[src/rtl/fetch_pkg.sv]
// Shared types and constants for the instruction fetch stage.
//   fetch_state_t : fetch FSM states
//   ifid_entry_t  : payload held by the skid buffer and the IF/ID register
//   word_align()  : clears the byte-offset bits of an address
package fetch_pkg;

    localparam int unsigned XLEN = 32;

    localparam logic [XLEN-1:0] NOP_INSTR = 32'h0000_0000;
    localparam logic [XLEN-1:0] PC_INC    = XLEN'(4);

    typedef enum logic [1:0] {
        BOOT  = 2'd0,
        FETCH = 2'd1,
        HOLD  = 2'd2,
        DRAIN = 2'd3
    } fetch_state_t;

    typedef struct packed {
        logic [XLEN-1:0] instr;
        logic [XLEN-1:0] pcplus4;
        logic            valid;
    } ifid_entry_t;

    function automatic logic [XLEN-1:0] word_align(input logic [XLEN-1:0] addr);
        return {addr[XLEN-1:2], 2'b00};
    endfunction

endpackage

[src/rtl/if_id_register.sv]
// IF/ID pipeline register.
//   Clk, Rst        : clock, async active-high reset to the bubble
//   flush           : load the bubble (highest priority)
//   hold            : keep current contents (decode stall)
//   load, entry_in  : capture a new entry; with neither hold nor load, a bubble is loaded
//   Instruction, PCPlus4, InstrValid : registered IF/ID contents
module if_id_register
    import fetch_pkg::*;
(
    input  logic            Clk,
    input  logic            Rst,
    input  logic            load,
    input  logic            hold,
    input  logic            flush,
    input  ifid_entry_t     entry_in,
    output logic [XLEN-1:0] Instruction,
    output logic [XLEN-1:0] PCPlus4,
    output logic            InstrValid
);

    always_ff @(posedge Clk or posedge Rst) begin
        if (Rst) begin
            Instruction <= NOP_INSTR;
            PCPlus4     <= '0;
            InstrValid  <= 1'b0;
        end else if (flush) begin
            Instruction <= NOP_INSTR;
            PCPlus4     <= '0;
            InstrValid  <= 1'b0;
        end else if (!hold) begin
            if (load) begin
                Instruction <= entry_in.instr;
                PCPlus4     <= entry_in.pcplus4;
                InstrValid  <= entry_in.valid;
            end else begin
                Instruction <= NOP_INSTR;
                PCPlus4     <= '0;
                InstrValid  <= 1'b0;
            end
        end
    end

endmodule

[src/rtl/instruction_fetch.sv]
// Instruction fetch stage: PC, single-outstanding imem request, one-entry
// skid buffer for decode stalls, redirect handling, and the IF/ID register.
//   Clk, Rst                      : clock, async active-high reset
//   ImemReq, ImemAddr             : registered request and word address
//   ImemAck, ImemRdata            : one-cycle ack with read data
//   Stall                         : decode cannot accept, hold IF/ID
//   RedirectValid, RedirectPC     : taken branch/jump target
//   Instruction, PCPlus4, InstrValid : IF/ID contents to decode
module instruction_fetch
    import fetch_pkg::*;
#(
    parameter logic [31:0] RESET_PC = 32'h0000_0000
)
(
    input  logic        Clk,
    input  logic        Rst,
    output logic        ImemReq,
    output logic [31:0] ImemAddr,
    input  logic        ImemAck,
    input  logic [31:0] ImemRdata,
    input  logic        Stall,
    input  logic        RedirectValid,
    input  logic [31:0] RedirectPC,
    output logic [31:0] Instruction,
    output logic [31:0] PCPlus4,
    output logic        InstrValid
);

    fetch_state_t    state, state_nxt;
    logic [XLEN-1:0] pc, pc_nxt;
    logic [XLEN-1:0] req_addr, req_addr_nxt;
    ifid_entry_t     skid, skid_nxt;
    ifid_entry_t     ifid_entry;
    logic            ifid_load, ifid_hold, ifid_flush;
    logic [XLEN-1:0] req_addr_inc;
    logic [XLEN-1:0] redirect_target;

    assign req_addr_inc    = req_addr + PC_INC;
    assign redirect_target = word_align(RedirectPC);
    assign ImemAddr        = req_addr;

    // State, PC, request address and skid buffer registers
    always_ff @(posedge Clk or posedge Rst) begin
        if (Rst) begin
            state    <= BOOT;
            pc       <= word_align(RESET_PC);
            req_addr <= word_align(RESET_PC);
            skid     <= '0;
            ImemReq  <= 1'b0;
        end else begin
            state    <= state_nxt;
            pc       <= pc_nxt;
            req_addr <= req_addr_nxt;
            skid     <= skid_nxt;
            ImemReq  <= (state_nxt == FETCH) || (state_nxt == DRAIN);
        end
    end

    // Next-state, PC/skid update and IF/ID control
    always_comb begin
        state_nxt          = state;
        pc_nxt             = pc;
        req_addr_nxt       = req_addr;
        skid_nxt           = skid;
        ifid_load          = 1'b0;
        ifid_hold          = 1'b0;
        ifid_flush         = 1'b0;
        ifid_entry.instr   = ImemRdata;
        ifid_entry.pcplus4 = req_addr_inc;
        ifid_entry.valid   = 1'b1;

        if (RedirectValid) begin
            ifid_flush     = 1'b1;
            skid_nxt.valid = 1'b0;
            pc_nxt         = redirect_target;
            // An unacked request must be drained before the target can be issued
            if (((state == FETCH) || (state == DRAIN)) && !ImemAck) begin
                state_nxt = DRAIN;
            end else begin
                req_addr_nxt = redirect_target;
                state_nxt    = FETCH;
            end
        end else begin
            ifid_hold = Stall;
            unique case (state)
                BOOT: state_nxt = FETCH;
                FETCH: begin
                    if (ImemAck) begin
                        pc_nxt = req_addr_inc;
                        if (Stall) begin
                            skid_nxt.instr   = ImemRdata;
                            skid_nxt.pcplus4 = req_addr_inc;
                            skid_nxt.valid   = 1'b1;
                            state_nxt        = HOLD;
                        end else begin
                            ifid_load    = 1'b1;
                            req_addr_nxt = req_addr_inc;
                        end
                    end
                end
                HOLD: begin
                    if (!Stall) begin
                        ifid_load      = 1'b1;
                        ifid_entry     = skid;
                        skid_nxt.valid = 1'b0;
                        req_addr_nxt   = pc;
                        state_nxt      = FETCH;
                    end
                end
                DRAIN: begin
                    if (ImemAck) begin
                        req_addr_nxt = pc;
                        state_nxt    = FETCH;
                    end
                end
                default: state_nxt = BOOT;
            endcase
        end
    end

    if_id_register u_if_id (
        .Clk         (Clk),
        .Rst         (Rst),
        .load        (ifid_load),
        .hold        (ifid_hold),
        .flush       (ifid_flush),
        .entry_in    (ifid_entry),
        .Instruction (Instruction),
        .PCPlus4     (PCPlus4),
        .InstrValid  (InstrValid)
    );

endmodule

[config.mk]
export PLATFORM = sky130hd
export DESIGN_NAME = instruction_fetch
export DESIGN_NICKNAME = d
export VERILOG_FILES = /design/src/rtl/fetch_pkg.sv /design/src/rtl/if_id_register.sv /design/src/rtl/instruction_fetch.sv
export SDC_FILE = /design/constraint.sdc
export NUM_CORES = 1
export LEC_CHECK = 0
export CAP_MARGIN = 0
export CORE_MARGIN = 3
export CORE_UTILIZATION = 40
export DETAILED_ROUTE_END_ITERATION = 8
export SLEW_MARGIN = 30
export SYNTH_ARGS = -nofsm -noshare
export SYNTH_HDL_FRONTEND = slang
export SYNTH_SLANG_ARGS = --single-unit
[constraint.sdc]
create_clock -name Clk -period 8.5 [get_ports Clk]
set_clock_uncertainty 0.1 [all_clocks]
set_input_delay 1.275 -clock Clk [delete_from_list [all_inputs] [get_ports Clk]]
set_output_delay 1.275 -clock Clk [all_outputs]
set_load 0.1 [all_outputs]
==> results.toml <==
[run_status]
status = "completed"

[sta]
slew_headroom_pct = 28.98
fin_crit_ns = 3.828
max_slew.worst_pin.slew_ns = 1.062
tns_ns = 0
rsz0062_at_grt = "no"
slew_viol_final = 0
hold_viol = 0
whs_ns = 0.3765
finalCritPeriodShare_pct = 45.04
finalSetupViolations = 0
fmax_ghz = 0.2612

[synth]
synth-main-ff-cell = "dfrtp_1"
async_flop_share_pct = 100.0
syn_nets = 1026
synth_edf_count = 0
synth_fa_ha_area_share_pct = 0.6631
yosysUniqueCellTypes = 55
synth_mux_area_share_pct = 9.337
synth-simple-area-share_pct = 13.55
ys_ff_latch = 196
synth_area_sq_um = 9434
synth_compound_area_share_pct = 18.54
ys_warn_count = 0
ys_seq_area_share_pct = 51.99
synthXorXnorAreaFrac_pct = 2.228
synthCells = 952
syn_area_per_cell_sq_um = 9.910
synth_top_family_by_area = "compound AO/OA/AOI/OAI gates"

[power]
p_per_area_nw_per_um2 = 362.7
finalPower_mw = 4.312
power_leakage_nw = 5.085
ir_drop_uv = 272.6

[global_routing]
grt_use_met3_pct = 3.668
grt-ovfl-total = 0
grt_util_met1_pct = 30.15
grt_antenna_before_repair = 0
gr-usage-all-layers_pct = 19.85
grt_max_degree = 123
grt_pass1_wl_mm = 40.56
grt_pass1_vias = 7084
met2_usage_pct = 29.79
busiest_layer = "met1"

[floorplan]
die_h_um = 159.6
dieArea_sq_um = 25460
num_rows = 55
die_w_um = 159.6
coreArea_sq_um = 22920
io_pins = 167
initial_core_util_pct = 41.17

[placed_design]
dp_hpwl_mm = 16.57
placed_area_sq_um = 11270
routabilityCongestion = 0.8284
numPortBuffers = 164

[routing]
drt_iter0_markers = 544
wirelength_mm = 25.58
vias = 7573
ant_nets = 0
firstDrtPassIters = 5
routedWlPerCell_um = 18.35
drc = 0
via_per_inst = 5.433

[finish]
fin_nets = 1142
mostFrequentLayoutCells = "dfrtp_1, clkdlybuf4s50_1, o21ai_0, nand2_1, nor2_1"
syn2layout_area_growth_pct = 26.02
n_antenna_cell = 0
stdcell_area_sq_um = 11890
layout_commonest_cell = "dfrtp_1"
drive_above_1_share_pct = 9.621

[setup_path]
crit_fanout = 18
crit_slowest_cell = "clkdlybuf4s50_1"
critical_path_arrival_ns = 4.06
required_ns = 8.74
endpoint_kind = "flip-flop"
path_cells = "clkdlybuf4s50_1 -> and2_1 -> buf_4 -> o21a_1 -> nand2_1 -> o21ai_0"
cp-start-kind = "input port"
slowest_delay_ns = 0.56
crit_type = "input port to flip-flop"

[clock_tree]
cts.hold.buffers_added = 0
cts_resized = 0
cts_setup_buffers = 0
cts_tree = "built"
clkLatencyLatePin_ns = 0.44
htreeDepth = 4
ctsLongestPathBuffers = 2
cts_root_buffer = "clkbuf_16"
clock-sinks = 196
cts-buffers-inserted = 17
clk_pin_slew_worst_paths_ns = 0.07

[min_path]
min_path_type = "flip-flop to flip-flop"

[flow_run]
maxCapViolCount = 0
## per-stage QoR
step | util [%] | cells | setup WS (ns)
2_1_floorplan | - | 952 | 1.784
3_3_place_gp | 49.16 | 1362 | 4.293
3_5_place_dp | 49.17 | 1362 | 4.246
4_1_cts | 51.87 | 1394 | 4.683
5_1_grt | 51.88 | 1394 | 4.511
6_report | 51.88 | 1394 | 4.672
## cells by family (layout without fill, tap and decap cells)
kind of cell	after synthesis	in the layout
flops	196	196
mux	83	83
fa+ha+maj	5	5
compound gates	285	285
simple gates	268	268
buf+inv	91	220
xor+xnor	24	24
## path summary, 6_finish.rpt
| kind | slack, ns | start | end | cells past startpoint |
|---|---|---|---|---|
| worst min register to register | 0.38 | skid[20]$_DFFE_PP0P_ | skid[20]$_DFFE_PP0P_ | 2 |
| worst max register to register | 4.98 | state[0]$_DFF_PP0_ | ImemAddr[26]$_DFFE_PP0P_ | 8 |
| worst max-delay path | 4.67 | ImemAck | u_if_id.PCPlus4[13]$_DFFE_PP0P_ | 6 |
| max in group asynchronous | 5.90 | Rst | skid[50]$_DFFE_PP0P_ | 3 |
| min in group asynchronous | 1.23 | Rst | skid[55]$_DFFE_PP0P_ | 2 |
| worst min-delay path | 0.38 | skid[20]$_DFFE_PP0P_ | skid[20]$_DFFE_PP0P_ | 2 |
## where the power goes
| part | leakage (nW) | internal, mW | switching (mW) | total (mW) |
|---|---|---|---|---|
| clock | 0.295 | 0.472 | 0.385 | 0.857 |
| sequential | 2.51 | 1.22 | 0.265 | 1.49 |
| combinational | 2.28 | 0.565 | 1.40 | 1.97 |
## metal layers
metal | part of all wire, % | vias up
li1 | - | 3644
met1 | 51 | 3704
met2 | 43 | 211
met3 | 5.3 | 14
met4 | 0.76 | 0
met5 | 0 | -
## area by class of cell
class                           instances  area (sq um)
Inverter                               16         72.57
Fill cell                            2101         11030
Clock buffer                           17         425.4
Sequential cell                       196          4905
Tap cell                              313         391.6
Multi-Input combinational cell        665          4217
Clock inverter                         15         192.7
Timing Repair Buffer                  172          1685
## critical path, delay by kind of cell
kind	cells	cell delay, ns
buffers and inverters	2	0.97
AOI/OAI and AO/OA	2	0.82
and+or+nand+nor	2	0.99
## Yosys cell counts, types with 3 or more instances
master | count | area [sq um]
a22o_1 | 12 | 105.1
mux2i_1 | 43 | 430.4
or4_4 | 3 | 33.78
o211ai_1 | 3 | 22.52
dfrtp_1 | 196 | 4905
a31oi_1 | 8 | 50.05
nor2_1 | 50 | 187.7
or4_1 | 5 | 37.54
or2_2 | 3 | 18.77
a21o_1 | 5 | 37.54
mux2_2 | 40 | 450.4
and2_1 | 10 | 62.56
o21ai_0 | 136 | 680.7
o21ai_1 | 5 | 25.02
nand4_1 | 12 | 75.07
xor2_1 | 5 | 43.79
o2bb2ai_1 | 10 | 87.58
and4_1 | 3 | 26.28
a211o_1 | 5 | 43.79
nor4_1 | 6 | 37.54
clkbuf_1 | 57 | 214.0
xnor2_1 | 19 | 166.4
nor3b_1 | 7 | 52.55
nand3_1 | 11 | 55.05
a32oi_1 | 6 | 52.55
a22oi_1 | 21 | 157.7
o311a_1 | 5 | 50.05
buf_1 | 15 | 56.30
or3_1 | 3 | 18.77
ha_1 | 5 | 62.56
o22ai_1 | 8 | 50.05
inv_1 | 16 | 60.06
nand2_1 | 129 | 484.2
a311oi_1 | 3 | 26.28
and3_1 | 11 | 68.82
o31ai_1 | 6 | 45.04
a221oi_1 | 3 | 26.28
nor3_1 | 7 | 35.03
a21oi_1 | 37 | 185.2
## flip-flops by register name, summed over array words and instances (netlist names)
register             count
state                    2
u_if_id.Instruction     32
u_if_id.InstrValid       1
ImemAddr                32
pc                      32
skid                    65
u_if_id.PCPlus4         32
Power figures use the tool's default switching activity.
